===== config.mk =====
export PLATFORM = sky130hd
export DESIGN_NAME = mandelbrot_iter_engine_flat
export DESIGN_NICKNAME = d
export VERILOG_FILES = /design/src/rtl/mandelbrot_pkg.sv /design/src/rtl/mandelbrot_iter_engine_if.sv /design/src/rtl/mandelbrot_step.sv /design/src/rtl/mandelbrot_iter_engine.sv /design/src/flat_wrapper.sv
export SDC_FILE = /design/constraint.sdc
export NUM_CORES = 1
export LEC_CHECK = 0
export CORE_MARGIN = 1
export CORE_UTILIZATION = 35
export CTS_CLUSTER_DIAMETER = 50
export DETAILED_ROUTE_END_ITERATION = 10
export DONT_BUFFER_PORTS = 1
export PLACE_DENSITY = 0.56
export SYNTH_ARGS = -nofsm -noshare
export SYNTH_HDL_FRONTEND = slang
export SYNTH_SLANG_ARGS = --single-unit

===== constraint.sdc =====
create_clock -name clk -period 19.87 [get_ports clk]
set_input_delay 5.961 -clock clk [delete_from_list [all_inputs] [get_ports clk]]
set_output_delay 5.961 -clock clk [all_outputs]
set_load 0.01 [all_outputs]

===== src/rtl/mandelbrot_pkg.sv =====
// Shared FSM encoding and fixed-point helpers for the escape-time engine.
// Fixed-point format is signed 2.(w-2); squared quantities carry 2*(w-2) fraction bits.
package mandelbrot_pkg;

    typedef enum logic [1:0] {
        S_IDLE = 2'd0,
        S_ITER = 2'd1,
        S_DONE = 2'd2
    } state_e;

    function automatic int fx_one(input int w);
        return 1 << (w - 2);
    endfunction

    // |z|^2 threshold of 4.0 expressed with the doubled fraction of a square
    function automatic int fx_four_sq(input int w);
        return 4 * fx_one(w) * fx_one(w);
    endfunction

    function automatic int fx_max(input int w);
        return 2 * fx_one(w) - 1;
    endfunction

    function automatic int fx_min(input int w);
        return -2 * fx_one(w);
    endfunction

endpackage


===== src/rtl/mandelbrot_iter_engine_if.sv =====
// Request/response bundle between pixel scanner, iteration engine and colour mapper.
// master = producer of points / consumer of results, slave = the engine.
interface mandelbrot_iter_engine_if #(
    parameter int WIDTH      = 8,
    parameter int ITER_WIDTH = 8
);
    logic                    in_valid;
    logic                    in_ready;
    logic signed [WIDTH-1:0] in_pr;
    logic signed [WIDTH-1:0] in_pi;
    logic                    in_julia;
    logic signed [WIDTH-1:0] julia_cr;
    logic signed [WIDTH-1:0] julia_ci;
    logic [ITER_WIDTH-1:0]   max_iter;
    logic                    out_valid;
    logic                    out_ready;
    logic [ITER_WIDTH-1:0]   out_iter;
    logic                    out_escaped;
    logic                    out_overflow;

    modport master (
        output in_valid, in_pr, in_pi, in_julia, julia_cr, julia_ci, max_iter, out_ready,
        input  in_ready, out_valid, out_iter, out_escaped, out_overflow
    );

    modport slave (
        input  in_valid, in_pr, in_pi, in_julia, julia_cr, julia_ci, max_iter, out_ready,
        output in_ready, out_valid, out_iter, out_escaped, out_overflow
    );

endinterface


===== src/rtl/mandelbrot_step.sv =====
// One combinational z <= z^2 + c step with escape (|z|^2 > 4) and range-overflow flags.
// Products are kept exact in a 2*WIDTH+2 bit signed domain, then floored back to 2.(WIDTH-2).
module mandelbrot_step
    import mandelbrot_pkg::*;
#(
    parameter int WIDTH = 8
) (
    input  logic signed [WIDTH-1:0] zr,
    input  logic signed [WIDTH-1:0] zi,
    input  logic signed [WIDTH-1:0] cr,
    input  logic signed [WIDTH-1:0] ci,
    output logic signed [WIDTH-1:0] nzr,
    output logic signed [WIDTH-1:0] nzi,
    output logic                    size_gt4,
    output logic                    overflow
);

    localparam int FRAC = WIDTH - 2;

    typedef logic signed [2*WIDTH+1:0] wide_t;
    typedef logic        [2*WIDTH:0]   size_t;

    localparam wide_t MAX_V   = wide_t'(fx_max(WIDTH));
    localparam wide_t MIN_V   = wide_t'(fx_min(WIDTH));
    localparam size_t FOUR_SQ = size_t'(fx_four_sq(WIDTH));

    wide_t zr_w, zi_w, zr_sq, zi_sq;
    wide_t re_full, im_full, re_q, im_q;
    size_t size;

    always_comb begin
        zr_w     = wide_t'(zr);
        zi_w     = wide_t'(zi);
        zr_sq    = zr_w * zr_w;
        zi_sq    = zi_w * zi_w;
        // both squares are non-negative, so the sum is safely reinterpreted unsigned
        size     = size_t'(zr_sq + zi_sq);
        size_gt4 = (size > FOUR_SQ);

        re_full  = zr_sq - zi_sq + (wide_t'(cr) <<< FRAC);
        im_full  = ((zr_w * zi_w) <<< 1) + (wide_t'(ci) <<< FRAC);
        re_q     = re_full >>> FRAC;
        im_q     = im_full >>> FRAC;

        overflow = (re_q > MAX_V) || (re_q < MIN_V) ||
                   (im_q > MAX_V) || (im_q < MIN_V);
        nzr      = re_q[WIDTH-1:0];
        nzi      = im_q[WIDTH-1:0];
    end

endmodule


===== src/rtl/mandelbrot_iter_engine.sv =====
// Sequential escape-time engine: one accepted point, one z^2+c step per clock, result held
// until the consumer takes it. Supports Mandelbrot (z0=0, c=pixel) and Julia (z0=pixel) modes.
module mandelbrot_iter_engine
    import mandelbrot_pkg::*;
#(
    parameter int WIDTH      = 8,
    parameter int ITER_WIDTH = 8
) (
    input  logic                     clk,
    input  logic                     rst_n,
    mandelbrot_iter_engine_if.slave  bus
);

    state_e state, state_nxt;

    logic signed [WIDTH-1:0] zr, zi, cr, ci;
    logic [ITER_WIDTH-1:0]   k, lim;
    logic [ITER_WIDTH-1:0]   res_iter;
    logic                    res_escaped, res_overflow;

    logic signed [WIDTH-1:0] nzr, nzi;
    logic                    size_gt4, step_ovf;
    logic [ITER_WIDTH-1:0]   k_inc;

    logic                    accept, advance, finish;
    logic [ITER_WIDTH-1:0]   fin_iter;
    logic                    fin_escaped, fin_overflow;

    mandelbrot_step #(
        .WIDTH (WIDTH)
    ) u_step (
        .zr       (zr),
        .zi       (zi),
        .cr       (cr),
        .ci       (ci),
        .nzr      (nzr),
        .nzi      (nzi),
        .size_gt4 (size_gt4),
        .overflow (step_ovf)
    );

    assign k_inc = k + ITER_WIDTH'(1);

    always_comb begin
        state_nxt    = state;
        accept       = 1'b0;
        advance      = 1'b0;
        finish       = 1'b0;
        fin_iter     = '0;
        fin_escaped  = 1'b0;
        fin_overflow = 1'b0;
        case (state)
            S_IDLE: begin
                if (bus.in_valid) begin
                    accept = 1'b1;
                    if (bus.max_iter == '0) begin
                        state_nxt = S_DONE;
                        finish    = 1'b1;
                    end else begin
                        state_nxt = S_ITER;
                    end
                end
            end
            S_ITER: begin
                // escape on size outranks overflow of the step that would follow it
                if (size_gt4) begin
                    state_nxt   = S_DONE;
                    finish      = 1'b1;
                    fin_iter    = k;
                    fin_escaped = 1'b1;
                end else if (step_ovf) begin
                    state_nxt    = S_DONE;
                    finish       = 1'b1;
                    fin_iter     = k;
                    fin_escaped  = 1'b1;
                    fin_overflow = 1'b1;
                end else if (k_inc == lim) begin
                    state_nxt = S_DONE;
                    finish    = 1'b1;
                    fin_iter  = lim;
                end else begin
                    advance = 1'b1;
                end
            end
            S_DONE: begin
                if (bus.out_ready) begin
                    state_nxt = S_IDLE;
                end
            end
            default: state_nxt = S_IDLE;
        endcase
    end

    always_ff @(posedge clk) begin
        if (!rst_n) begin
            state        <= S_IDLE;
            zr           <= '0;
            zi           <= '0;
            cr           <= '0;
            ci           <= '0;
            k            <= '0;
            lim          <= '0;
            res_iter     <= '0;
            res_escaped  <= 1'b0;
            res_overflow <= 1'b0;
        end else begin
            state <= state_nxt;
            if (accept) begin
                k   <= '0;
                lim <= bus.max_iter;
                if (bus.in_julia) begin
                    zr <= bus.in_pr;
                    zi <= bus.in_pi;
                    cr <= bus.julia_cr;
                    ci <= bus.julia_ci;
                end else begin
                    zr <= '0;
                    zi <= '0;
                    cr <= bus.in_pr;
                    ci <= bus.in_pi;
                end
            end
            if (advance) begin
                zr <= nzr;
                zi <= nzi;
                k  <= k_inc;
            end
            if (finish) begin
                res_iter     <= fin_iter;
                res_escaped  <= fin_escaped;
                res_overflow <= fin_overflow;
            end
        end
    end

    assign bus.in_ready     = (state == S_IDLE);
    assign bus.out_valid    = (state == S_DONE);
    assign bus.out_iter     = res_iter;
    assign bus.out_escaped  = res_escaped;
    assign bus.out_overflow = res_overflow;

endmodule


===== src/flat_wrapper.sv =====
// flat-port wrapper written by rule: the top's interface ports become plain ports
module mandelbrot_iter_engine_flat import mandelbrot_pkg::*;
#(
    parameter int WIDTH      = 8,
    parameter int ITER_WIDTH = 8
)
  (clk, rst_n, bus_in_valid, bus_in_pr, bus_in_pi, bus_in_julia, bus_julia_cr, bus_julia_ci, bus_max_iter, bus_out_ready, bus_in_ready, bus_out_valid, bus_out_iter, bus_out_escaped, bus_out_overflow);
  mandelbrot_iter_engine_if #(.WIDTH(WIDTH), .ITER_WIDTH(ITER_WIDTH)) bus_i ();
  input  logic clk;
  input  logic rst_n;
  input wire logic [$bits(bus_i.in_valid)-1:0] bus_in_valid;
  input wire logic [$bits(bus_i.in_pr)-1:0] bus_in_pr;
  input wire logic [$bits(bus_i.in_pi)-1:0] bus_in_pi;
  input wire logic [$bits(bus_i.in_julia)-1:0] bus_in_julia;
  input wire logic [$bits(bus_i.julia_cr)-1:0] bus_julia_cr;
  input wire logic [$bits(bus_i.julia_ci)-1:0] bus_julia_ci;
  input wire logic [$bits(bus_i.max_iter)-1:0] bus_max_iter;
  input wire logic [$bits(bus_i.out_ready)-1:0] bus_out_ready;
  output wire logic [$bits(bus_i.in_ready)-1:0] bus_in_ready;
  output wire logic [$bits(bus_i.out_valid)-1:0] bus_out_valid;
  output wire logic [$bits(bus_i.out_iter)-1:0] bus_out_iter;
  output wire logic [$bits(bus_i.out_escaped)-1:0] bus_out_escaped;
  output wire logic [$bits(bus_i.out_overflow)-1:0] bus_out_overflow;
  assign bus_i.in_valid = bus_in_valid;
  assign bus_i.in_pr = bus_in_pr;
  assign bus_i.in_pi = bus_in_pi;
  assign bus_i.in_julia = bus_in_julia;
  assign bus_i.julia_cr = bus_julia_cr;
  assign bus_i.julia_ci = bus_julia_ci;
  assign bus_i.max_iter = bus_max_iter;
  assign bus_i.out_ready = bus_out_ready;
  assign bus_in_ready = bus_i.in_ready;
  assign bus_out_valid = bus_i.out_valid;
  assign bus_out_iter = bus_i.out_iter;
  assign bus_out_escaped = bus_i.out_escaped;
  assign bus_out_overflow = bus_i.out_overflow;
  mandelbrot_iter_engine #(.WIDTH(WIDTH), .ITER_WIDTH(ITER_WIDTH)) u_core (.clk(clk), .rst_n(rst_n), .bus(bus_i));
endmodule

==> impl_metrics.toml <==
[run_status]
outcome = "completed"

[power_and_ir_drop]
power_density_nw_per_um2 = 59.6
peakVddDrop_mv = 0.0557
p_int_w = 0.000415
power_frac_clock_pct = 21.7
power_leakage_nw = 5.97
switching_share_pct = 43.9
p_seq_share_pct = 19.8
p_comb_share_pct = 58.4
power_switching_w = 0.000325

[drt]
dr_wl_met2_um = 13100
ant_nets = 0
drt-met1-wl_um = 13600
drc = 0
vias_per_cell = 4.98
wl_met3_um = 1110
finalWirelength_um = 28000
vias = 9070
firstDrtPassIters = 5
wire_per_inst_um = 15.4
drt_iter0_markers = 392
highest_layer = "met4"

[worst_setup_path]
worst_r2r_path_depth = 35
cp-start-kind = "flop"
cp_data_arrival_time_ns = 9.33
timing.rr.end = "u_core.state[1]$_SDFFE_PN0P_"
cpMostUsedCell = "inv_1"
setup.worst_path.class = "flop to flop"
max_stage_delay_ns = 0.81
required_ns = 20.09
crit_path_end_kind = "flop"
rrSetupSlack_ns = 10.75
slowest_stage = "or4_1"
reg2reg_from = "u_core.zi[7]$_SDFFE_PN0P_"
cp_max_fo = 20

[floorplanning]
die-area_um2 = 34200
die_x_um = 185
die_y_um = 185
num_io_pins = 57
core_area_um2 = 32700
initial_core_util_pct = 35.8
rows = 66

[logic_synthesis]
ys_types = 74
ys_async_sr_fraction_pct = 0
synth_seq_cells = 60
synth.yosys.seq_area_share_pct = 10.3
syn-num-nets = 1729
syn_avg_cell_area_um2 = 8.30
ys.flop_type = "dfxtp_1"
netlist_area_um2 = 11700
synth_edf_count = 0
synth_warnings = 0
syn_inst = 1409

[sta]
tightest_slew_ns = 0.904
finalCriticalPeriod_ns = 9.12
hold_viol = 0
fmax_ghz = 0.110
setup_viol = 0
period_share_pct = 45.9
drv_slew = 0
maxSlewHeadroom_pct = 39.8
rsz0062_at_grt = "false"
final.setup.tns_ns = 0
clock_skew_ns = 0.0104

[placed_design]
gp_congestion = 0.842
io_buffers = 0
dp_hpwl_um = 23200

[cells_and_area]
layout.nets = 1694
area_growth_pct = 6.04
drive_gt1_share_pct = 3.99
final_core_util_pct = 37.9

[global_routing]
grt_max_degree = 52
antenna_found_initial = 0
grtUsageTotal_pct = 17.4
grt_pass1_vias = 9254
grt_pass1_wl_um = 47100
grt_overflow = 0

[clock_network]
clk_path_buf_depth = 2
cts_hold_buf = 0
clk_pin_slew_worst_paths_ns = 0.05
htree_levels = 3
cts_resized = 0
post_cts_buffers = 0
root_buffer = "clkbuf_16"
insertion_delay_ns = 0.33
cts_sinks = 60
cts_tree = "built"
cts_buffers = 9

[min_path]
whs_endpoint = "u_core.lim[5]$_SDFFE_PN0P_"
holdCritStartpoint = "u_core.lim[5]$_SDFFE_PN0P_"
hp-class = "flop to flop"
hold_depth = 2

[job]
maxCapViolCount = 0
[registers in the layout, indices dropped and copies added (netlist names)]
name	flops
u_core.zi	8
u_core.bus.out_escaped	1
u_core.k	8
u_core.lim	8
u_core.bus.out_overflow	1
u_core.cr	8
u_core.state	2
u_core.bus.out_iter	8
u_core.ci	8
u_core.zr	8
[through the flow]
stage          cells  total power, W  setup WS (ns)  area (um^2)  hold slack, ns
3_5_place_dp    1805        0.000577          10.77        12100           0.476
6_report        1820        0.000739          10.75        12400           0.478
4_1_cts         1819        0.000742          10.77        12400           0.483
2_1_floorplan   1409        0.000480          12.03        11700           0.456
5_1_grt         1819        0.000805          10.15        12400           0.515
3_3_place_gp    1805        0.000574          10.96        12100           0.474
[cell usage in the layout, fill, tap and decap left out, drive strengths merged, types with 8 or more instances in the layout]
cell type and instances:
nand3 32, o21bai 13, o2bb2ai 8, fa 148, dfxtp 60, nor3 15, ha 127, o21ai 32
and2 65, a21o 11, a211oi 25, buf 12, a21oi 69, nor2 87, nand2b 17, a31oi 15
o21a 12, mux2i 28, nor2b 18, clkbuf 13, xor2 15, inv 270, and3 12, xnor2 77
nand2 102
[worst max-delay path by stage]
| stage | startpoint | end | slack (ns) |
|---|---|---|---|
| global placement | u_core.zi[7]$_SDFFE_PN0P_ | u_core.state[1]$_SDFFE_PN0P_ | 10.96 |
| detailed placement | u_core.zi[7]$_SDFFE_PN0P_ | u_core.state[1]$_SDFFE_PN0P_ | 10.77 |
| floorplan | u_core.zr[5]$_SDFFE_PN0P_ | u_core.k[3]$_SDFFE_PN0P_ | 12.03 |
| global route | u_core.zi[7]$_SDFFE_PN0P_ | u_core.state[1]$_SDFFE_PN0P_ | 10.15 |
| finish | u_core.zi[7]$_SDFFE_PN0P_ | u_core.state[1]$_SDFFE_PN0P_ | 10.75 |
| CTS | u_core.zi[7]$_SDFFE_PN0P_ | u_core.state[1]$_SDFFE_PN0P_ | 10.77 |
[per-layer routing]
layer | up-vias | track usage [%]
met4 | 0 | 2.35
met5 | - | 0
met1 | 4423 | 25.0
met3 | 10 | 1.71
met2 | 161 | 28.8
li1 | 4476 | -
[power groups by stage]
stage	Combinational, W	Clock (W)	Sequential [W]
6_report	0.000432	0.000161	0.000147
5_1_grt	0.000488	0.000168	0.000149
4_1_cts	0.000432	0.000163	0.000147
3_5_place_dp	0.000428	0	0.000149
3_3_place_gp	0.000425	0	0.000149
2_1_floorplan	0.000340	0	0.000140
[worst max-delay path, delay by kind of cell (launching register included)]
family / cells / cell delay, ns
xor gates and xnor gates: 2 / 0.36
buffers and inverters: 8 / 1.13
muxes: 1 / 0.15
adders and majority gates: 7 / 2.86
DFF: 1 / 0.78
AOI/OAI and AO/OA: 9 / 1.52
and+or+nand+nor: 8 / 2.20
[final cells by class]
| cell class | instances | area [um^2] |
|---|---|---|
| Timing Repair Buffer | 12 | 90.1 |
| Sequential cell | 60 | 1200 |
| Tap cell | 442 | 553 |
| Antenna cell | 1 | 2.50 |
| Multi-Input combinational cell | 1020 | 9230 |
| Inverter | 271 | 1020 |
| Clock buffer | 13 | 280 |
| Clock inverter | 1 | 30.0 |
| Fill cell | 3446 | 20300 |
[cells by family (layout without fill, tap and decap cells)]
group | after synthesis | count (layout) | share of synthesized area [%]
DFF | 60 | 60 | 10.3
buffers and inverters | 329 | 297 | 10.8
adders and majority gates | 275 | 275 | 38.9
and+or+nand+nor | 388 | 388 | 16.7
other | 0 | 1 | 0
muxes | 33 | 33 | 2.91
AOI/OAI and AO/OA | 232 | 232 | 13.5
xor gates and xnor gates | 92 | 92 | 6.89
[Yosys cell counts, types with 6 or more instances]
cell type	instances	share of area [%]
fa_1	148	25
o21ai_0	31	1.3
or3_1	7	0.37
o2bb2ai_1	8	0.60
nor2_1	87	2.8
mux2i_1	27	2.3
dfxtp_1	60	10
nand4_1	7	0.37
ha_1	127	14
nor2b_1	17	0.91
xor2_1	15	1.1
xnor2_1	77	5.8
a31oi_1	15	0.80
and3_1	12	0.64
clkbuf_1	46	1.5
nor4_1	6	0.32
o21bai_1	13	0.83
nand2b_1	17	0.91
inv_1	270	8.7
nand3_1	32	1.4
nor3_1	15	0.64
a21o_1	11	0.71
a211oi_1	21	1.3
and2_1	64	3.4
nand2_1	102	3.3
a21oi_1	69	3.0
o21a_1	12	0.77
Note: power is estimated with default switching activity, not from simulation.
